`config.mk`:
```
export PLATFORM = sky130hd
export DESIGN_NAME = cmp_flag_unit
export DESIGN_NICKNAME = d
export VERILOG_FILES = /design/src/rtl/cmp_flag_unit.sv
export SDC_FILE = /design/constraint.sdc
export NUM_CORES = 1
export LEC_CHECK = 0
export CORE_MARGIN = 3
export CORE_UTILIZATION = 50
export CTS_BUF_LIST = sky130_fd_sc_hd__clkbuf_8
export CTS_CLUSTER_SIZE = 16
export DETAILED_ROUTE_END_ITERATION = 10
export PLACE_DENSITY = 0.93
export SKIP_LAST_GASP = 1
export SYNTH_ARGS = -nofsm -noshare
export SYNTH_HDL_FRONTEND = slang
export SYNTH_SLANG_ARGS = --single-unit
export TNS_END_PERCENT = 30
```
`constraint.sdc`:
```
create_clock -name clk -period 4.4 [get_ports clk]
set_clock_uncertainty 0.2 [all_clocks]
set_input_delay 0.88 -clock clk [delete_from_list [all_inputs] [get_ports clk]]
set_output_delay 0.88 -clock clk [all_outputs]
set_load 0.02 [all_outputs]
```
`src/rtl/cmp_flag_unit.sv`:
```
// cmp_flag_unit: captures a comparator flag triple and evaluates a branch condition from it.
// It also tracks non-one-hot triples in a sticky error flag and counts accepted compares.
module cmp_flag_unit #(
    parameter int CNT_WIDTH = 8
) (
    input  logic                 clk,
    input  logic                 rst_n,
    input  logic                 i_cmp_valid,
    output logic                 o_cmp_ready,
    input  logic                 i_cmp_equal,
    input  logic                 i_cmp_lower,
    input  logic                 i_cmp_greater,
    input  logic [2:0]           i_cond_code,
    input  logic                 i_flag_clear,
    output logic [2:0]           o_flags_q,
    output logic                 o_flags_valid,
    output logic                 o_branch_valid,
    input  logic                 i_branch_ready,
    output logic                 o_branch_taken,
    output logic                 o_cond_error,
    output logic [CNT_WIDTH-1:0] o_cmp_count
);
    localparam logic [1:0] IDLE = 2'd0;
    localparam logic [1:0] EVAL = 2'd1;
    localparam logic [1:0] HOLD = 2'd2;

    logic [1:0]           r_state;
    logic [2:0]           r_flags;
    logic [2:0]           r_cond;
    logic                 r_flags_valid;
    logic                 r_branch_valid;
    logic                 r_branch_taken;
    logic                 r_cond_error;
    logic [CNT_WIDTH-1:0] r_count;
    logic                 w_xfer;
    logic [2:0]           w_new;
    logic                 w_cond;
    logic                 w_taken;

    assign w_xfer = i_cmp_valid && (r_state == IDLE);
    assign w_new  = {i_cmp_greater, i_cmp_lower, i_cmp_equal};

    always_comb begin
        w_cond = 1'b0;
        case (r_cond)
            3'd0: w_cond = r_flags[0];
            3'd1: w_cond = !r_flags[0];
            3'd2: w_cond = r_flags[1];
            3'd3: w_cond = r_flags[2] || r_flags[0];
            3'd4: w_cond = r_flags[2];
            3'd5: w_cond = r_flags[1] || r_flags[0];
            3'd6: w_cond = 1'b1;
            default: w_cond = 1'b0;
        endcase
    end

    // an invalid triple suppresses every condition, ALWAYS included
    assign w_taken = w_cond && $onehot(r_flags);

    always_ff @(posedge clk or negedge rst_n) begin
        if (!rst_n) begin
            r_state        <= IDLE;
            r_flags        <= 3'b000;
            r_cond         <= 3'b000;
            r_flags_valid  <= 1'b0;
            r_branch_valid <= 1'b0;
            r_branch_taken <= 1'b0;
            r_cond_error   <= 1'b0;
            r_count        <= '0;
        end else begin
            if (w_xfer) begin
                r_flags       <= w_new;
                r_cond        <= i_cond_code;
                r_flags_valid <= 1'b1;
                r_cond_error  <= (r_cond_error && !i_flag_clear) || !$onehot(w_new);
            end else if (i_flag_clear) begin
                r_flags       <= 3'b000;
                r_flags_valid <= 1'b0;
                r_cond_error  <= 1'b0;
            end
            if (w_xfer && (r_count != '1))
                r_count <= r_count + CNT_WIDTH'(1);
            case (r_state)
                IDLE: if (w_xfer) r_state <= EVAL;
                EVAL: begin
                    r_branch_taken <= w_taken;
                    r_branch_valid <= 1'b1;
                    r_state        <= HOLD;
                end
                HOLD: if (i_branch_ready) begin
                    r_branch_valid <= 1'b0;
                    r_state        <= IDLE;
                end
                default: r_state <= IDLE;
            endcase
        end
    end

    assign o_cmp_ready    = (r_state == IDLE);
    assign o_flags_q      = r_flags;
    assign o_flags_valid  = r_flags_valid;
    assign o_branch_valid = r_branch_valid;
    assign o_branch_taken = r_branch_taken;
    assign o_cond_error   = r_cond_error;
    assign o_cmp_count    = r_count;
endmodule

```
==> metrics.yaml, run 1 <==
first_global_vias: 886
global_route_wire_length_before_repair_um: 3970
dp_worst_setup_slack_ns: 1.83
ys_types: 34
grt_use_total_pct: 20.7
fmax_ghz: 0.396
worstHoldEndpoint: "o_branch_taken$_DFFE_PN0P_"
rrSetupSlack_ns: 2.59
postCtsSetupBuffers: 0
mappedNetlistArea_sq_um: 981
multi_input_comb_area_sq_um: 432
synth-edff-count: 0
worstSetupStartpointType: "register"
yosysWarningCount: 0
beginning_of_the_worst_register_to_register_path: "r_state[1]$_DFFE_PN0P_"
initial_core_util_pct: 55.0
cts-htree-levels: 1
clkSinkCount: 20
ys_async_sr_fraction_pct: 100
routability_congestion_estimate: 0.767
required_ns: 3.32
post_route_cells_drive_above_1_share_pct: 7.09
worst_ir_drop_vdd_uv: 366
numCtsBuffers: 3
die_height_um: 50.3
period_minus_slack_ns: 2.52
timing.setup.critical_path_class: "register to output port"
synth.net_count: 112
final-hold-violation-count: 0
cts_tree: "built"
place.port_buffers: 26
seq_area_sq_um: 500
area_delta_synth_final_pct: 36.5
setup.worst_path.end_class: "output port"
ctsLongestPathBuffers: 2
mean_number_of_vias_per_cell: 5.49
floorplan.rows: 15
timing.final.crit_share_pct: 57.4
layout.core_utilization_pct: 75.1
max_slew.worst_pin.slew_ns: 0.901
area_enclosed_by_the_die_boundary_sq_um: 2530
relSlewSlack_pct: 39.7
grt.overflow.total: 0
synth.avg_cell_area_sq_um: 10.0
drt_pass1_iterations: 4
setup_total_negative_slack_ns: 0
num_io_pins: 27
synth_top_area_share_pct: 51.0
ys_top_cells_by_area: "dfrtp_1 51%, nand2_1 6.9%, fa_1 4.1%"
routedWlPerCell_um: 15.3
hpwlAfterDp_um: 1620
route.final.wire_length_um: 2330
worstSkewPairLatency_ns: 0.26
timing.max_cap.violations: 0
diodes: 0
hold_path.class: "register to register"
cellLeakagePower_nw: 0.598
regToRegEndpoint: "o_cmp_count[7]$_DFFE_PN0P_"
min_path_cells: 2
route.vias.total: 834
final-setup-viol-count: 0
worstHoldStart: "o_branch_taken$_DFFE_PN0P_"
cp_data_arrival_time_ns: 1.44
yosysSeqAreaShare_pct: 51.0
finalNetCount: 142
clk_root_buffer_cell: "clkbuf_8"
drt_iter0_drc: 14
run_status: "finished clean"
antenna_found_initial: 0
core_area_sq_um: 1780
die_w_um: 50.3
synth_ff_type: "dfrtp_1"
clkTransAtPathRegs_ns: 0.08
max_fo_critical_path: 4
post-layout-total-power_mw: 0.922
post_cts.resized_instances: 0
yosys_register_bits: 20
num-fill-cells: 112
post-route-drc-count: 0
synth.largest_area_cell: "dfrtp_1"
setup_repair_after_global_routing_missed_its_margin: "no"
worst_slack_ns: 1.88
synth_cells: 98
power_density_nw_per_um2: 689
cts-hold-fix-buffers: 0
report.final.slew_viol_count: 0
r2r_cells: 6
drtAntennaViolNets: 0
grt_max_degree: 21
## layout by cell type, fill, tap and decap left out, types with 2 or more instances in the layout
master and instances:
nand4_1 2, nand2b_1 2, o31ai_1 4, nand2_1 18, clkdlybuf4s50_1 26, inv_1 10, fa_1 2, clkbuf_8 3
o21ai_0 3, mux2_1 2, a21oi_1 3, dfrtp_1 20, xor2_1 2, nand3_1 3, nor2_1 6
## synth_stat cells, types with 2 or more instances
library cell	n
o21ai_0	3
xor2_1	2
fa_1	2
nor2_1	6
o31ai_1	4
nand2b_1	2
mux2_1	2
dfrtp_1	20
a21oi_1	3
nand4_1	2
nand2_1	18
inv_1	10
nand3_1	3
## worst max path at each step
stage	from	end	slack (ns)	cells past startpoint
6_report	r_state[1]$_DFFE_PN0P_	o_cmp_ready	1.88	2
5_1_grt	r_state[1]$_DFFE_PN0P_	o_cmp_ready	1.84	2
4_1_cts	r_state[1]$_DFFE_PN0P_	o_cmp_ready	1.87	2
3_5_place_dp	i_cmp_valid	o_cmp_count[7]$_DFFE_PN0P_	1.83	6
3_3_place_gp	i_cmp_valid	o_cmp_count[7]$_DFFE_PN0P_	1.89	6
2_1_floorplan	i_cmp_valid	o_cmp_count[7]$_DFFE_PN0P_	2.47	5
## report_power, final
group	switching, mW	internal, mW	total, mW
Clock	0.0605	0.121	0.182
Combinational	0.214	0.183	0.397
Sequential	0.0865	0.257	0.343
Total	0.361	0.561	0.922
## final cells by class
type / count / share of cell area (%)
flip-flops and latches: 20 / 37.4
clock buffers: 3 / 3.08
repair buffers: 26 / 19.4
inverters: 11 / 3.27
well taps: 25 / 2.34
multi-input cells: 66 / 32.2
clock inverters: 1 / 2.24
## state kept, by name (all words and copies together) (netlist names)
| signal | cells |
|---|---|
| o_flags_valid | 1 |
| o_branch_taken | 1 |
| r_cond | 3 |
| o_flags_q | 3 |
| r_state | 2 |
| o_cmp_count | 8 |
| o_branch_valid | 1 |
| o_cond_error | 1 |
## kinds of logic after synthesis
family	count (synthesis)	synth area share, %
AND/OR/NAND/NOR	39	19.8
flip-flops	20	51.0
AO/OA/AOI/OAI	17	11.7
buffers and inverters	12	4.97
multiplexers	4	4.46
XOR/XNOR	3	2.68
adder cells (fa/ha/maj)	3	5.36
## worst max-delay path, stage by stage, from the launching register on
cell and delay, ns:
dfrtp_1 0.44, nor2_4 0.14, clkdlybuf4s50_1 0.61
## per-layer routing
layer  GRT usage [%]  vias up  share of wire [%]
met3            5.04        4                6.0
met1            25.5      409                 42
met2            33.0       33                 50
met5               0        -                  0
li1                -      388                  -
met4            12.1        0                1.2
## per-stage QoR
step                      instance area, sq um  cells  hold WS, ns
after floorplan                            981     98        0.306
after CTS                                 1340    152        0.300
after detailed placement                  1270    148        0.284
after global placement                    1270    148        0.264
after global routing                      1340    152        0.347
final                                     1340    152        0.294
Power figures use the tool's default switching activity.
==> run 2: changes to the inputs <==
--- a/config.mk
+++ b/config.mk
@@ -6,11 +6,11 @@
 export NUM_CORES = 1
 export LEC_CHECK = 0
 export CORE_MARGIN = 3
-export CORE_UTILIZATION = 50
+export CORE_UTILIZATION = 44
 export CTS_BUF_LIST = sky130_fd_sc_hd__clkbuf_8
 export CTS_CLUSTER_SIZE = 16
 export DETAILED_ROUTE_END_ITERATION = 10
-export PLACE_DENSITY = 0.93
+export PLACE_DENSITY = 0.87
 export SKIP_LAST_GASP = 1
 export SYNTH_ARGS = -nofsm -noshare
 export SYNTH_HDL_FRONTEND = slang
==> constraint.sdc (replaced) <==
create_clock -name clk -period 2.1 [get_ports clk]
set_clock_uncertainty 0.2 [all_clocks]
set_input_delay 0.42 -clock clk [delete_from_list [all_inputs] [get_ports clk]]
set_output_delay 0.42 -clock clk [all_outputs]
set_load 0.02 [all_outputs]
==> metrics.yaml, run 2 (synthesized netlist as in run 1, its figures left out) <==
numCtsBuffers: 3  # unchanged
beginning_of_the_worst_register_to_register_path: "o_flags_q[0]$_DFFE_PN0P_"
post-layout-total-power_mw: 1.94  # +110%
required_ns: 1.48  # -1.84 ns
worst_slack_ns: 0.130  # -1.75 ns
setup_total_negative_slack_ns: 0  # unchanged
cellLeakagePower_nw: 0.617  # +3.1%
cts-hold-fix-buffers: 0  # unchanged
crit_chain: "clkdlybuf4s50_1"
diodes: 0  # unchanged
finalNetCount: 144  # +1.4%
rrSetupSlack_ns: 0.26  # -2.33 ns
worst_ir_drop_vdd_uv: 898  # +150%
cts-htree-levels: 1  # unchanged
route.final.wire_length_um: 2140  # -7.9%
timing.max_cap.violations: 0  # unchanged
multi_input_comb_area_sq_um: 432  # unchanged
period_minus_slack_ns: 1.97
timing.hold.ws_ns: 0.288  # -0.00598 ns
die_w_um: 53.2  # +5.8%
timing.final.crit_share_pct: 93.8
mean_number_of_vias_per_cell: 5.33  # -2.8%
setup.worst_path.end_class: "output port"
first_global_vias: 869  # -1.9%
global_route_wire_length_before_repair_um: 3600  # -9.2%
clk_root_buffer_cell: "clkbuf_8"
r2r_cells: 5  # -1
report.final.slew_viol_count: 0  # unchanged
drt_pass1_iterations: 4  # unchanged
num_io_pins: 27  # unchanged
area_enclosed_by_the_die_boundary_sq_um: 2830  # +12%
timing.critical_path.depth: 1  # -1
crit_end: "o_cmp_count[3]"
cts_tree: "built"
worstSetupStartpointType: "register"
hpwlAfterDp_um: 1590  # -2.3%
route.vias.total: 832  # -0.24%
swShare_pct: 38.9  # -0.28 points
crit_family: "buffers and inverters"
dp_worst_setup_slack_ns: 0.0695  # -1.76 ns
relSlewSlack_pct: 70.2  # +30 points
seq_area_sq_um: 500  # unchanged
fmax_ghz: 0.508
slowest_stage: "clkdlybuf4s50_1"
intPower_mw: 1.18  # +110%
ctsLongestPathBuffers: 2  # unchanged
routedWlPerCell_um: 13.7  # -10%
grt.overflow.total: 0  # unchanged
cp_data_arrival_time_ns: 1.35  # -0.09 ns
post-route-drc-count: 0  # unchanged
power_frac_seq_pct: 37.1  # about the same
final-setup-viol-count: 0  # unchanged
max_slew.worst_pin.slew_ns: 0.436  # -0.466 ns
final-hold-violation-count: 0  # unchanged
timing.setup.critical_path_class: "register to output port"
drt_iter0_drc: 19  # +5
core_area_sq_um: 2040  # +15%
hold_path.class: "input pin to asynchronous set/reset pin"
power_density_nw_per_um2: 1430  # +110%
worstSkewPairLatency_ns: 0.26  # about the same
comb_power_share_pct: 43.1  # about the same
num-fill-cells: 154  # +38%
clkTransAtPathRegs_ns: 0.07  # about the same
cp.buffers_inverters: 1  # unchanged
initial_core_util_pct: 48.0  # -7.0 points
max_fo_critical_path: 6  # +2
net-switching-power_mw: 0.753  # +110%
most-common-layout-cells: "25 x clkdlybuf4s50_1, 20 x dfrtp_1, 18 x nand2_1"
grt_max_degree: 21  # unchanged
post_route_cells_drive_above_1_share_pct: 8.53  # +1.4 points
routability_congestion_estimate: 0.776  # +1.1%
drtAntennaViolNets: 0  # unchanged
layout.core_utilization_pct: 66.5  # -8.5 points
final_common_cell: "clkdlybuf4s50_1"
startpoint: "o_cmp_count[3]$_DFFE_PN0P_"
largest_register_ffs: 8  # unchanged
setup_repair_after_global_routing_missed_its_margin: "no"
grt_use_total_pct: 17.3  # -3.5 points
regToRegEndpoint: "o_branch_taken$_DFFE_PN0P_"
area_delta_synth_final_pct: 38.5
die_height_um: 53.2  # +5.8%
floorplan.rows: 16  # +1
clkSinkCount: 20  # unchanged
antenna_found_initial: 0  # unchanged
pwr-share-clk_pct: 19.8  # about the same
worst_path_largest_cell_delay_ns: 0.64  # +0.03 ns
place.port_buffers: 26  # unchanged
run_status: "finished clean"
## run 2: changes by cell type in the layout (fill, tap and decap cells not counted)
cell             before  now
dlymetal6s2s_1        0    1
buf_4                 0    2
clkdlybuf4s50_1      26   25
## run 2: per-stage QoR
stage | instances | cell area (sq um)
global route | 156 | 1360
floorplan | 98 | 981
CTS | 156 | 1360
detailed placement | 152 | 1280
global placement | 152 | 1280
finish | 156 | 1360
## run 2: worst min path at each step
stage,startpoint,endpoint,slack [ns],cells past startpoint
finish,rst_n,o_cmp_count[7]$_DFFE_PN0P_,0.29,2
floorplan,rst_n,o_branch_taken$_DFFE_PN0P_,-0.08,0
global route,rst_n,o_cmp_count[7]$_DFFE_PN0P_,0.33,2
CTS,rst_n,o_cmp_count[4]$_DFFE_PN0P_,0.29,2
detailed placement,o_cmp_count[4]$_DFFE_PN0P_,o_cmp_count[4]$_DFFE_PN0P_,0.30,1
global placement,o_branch_taken$_DFFE_PN0P_,o_branch_taken$_DFFE_PN0P_,0.27,2
## run 2: repair_timing
item / CTS / global route
setup endpoints to repair: 0 / 1
buffers inserted: 0 / 0
gates resized for setup: 0 / 1
## run 2: layer usage
metal / GRT usage, % / vias to the layer above / routed length [um]
met4: 10.6 / 0 / 28
met3: 3.38 / 4 / 79
met5: 0 / - / 0
li1: - / 404 / -
met2: 28.2 / 19 / 1100
met1: 20.7 / 405 / 938
## run 2: area by class of cell
class / instances / area share [%]
clock buffer: 3 / 3.04
clock inverter: 1 / 2.21
inverter: 11 / 3.22
multi-input combinational: 66 / 31.8
sequential: 20 / 36.8
tap: 27 / 2.49
timing repair buffer: 28 / 20.4
## run 2: power groups by stage
stage	combinational (mW)	sequential, mW	clock [mW]
2_1_floorplan	0.349	0.820	0
3_3_place_gp	0.803	0.710	0
3_5_place_dp	0.831	0.718	0
4_1_cts	0.845	0.713	0.392
5_1_grt	0.910	0.744	0.406
6_report	0.836	0.718	0.383
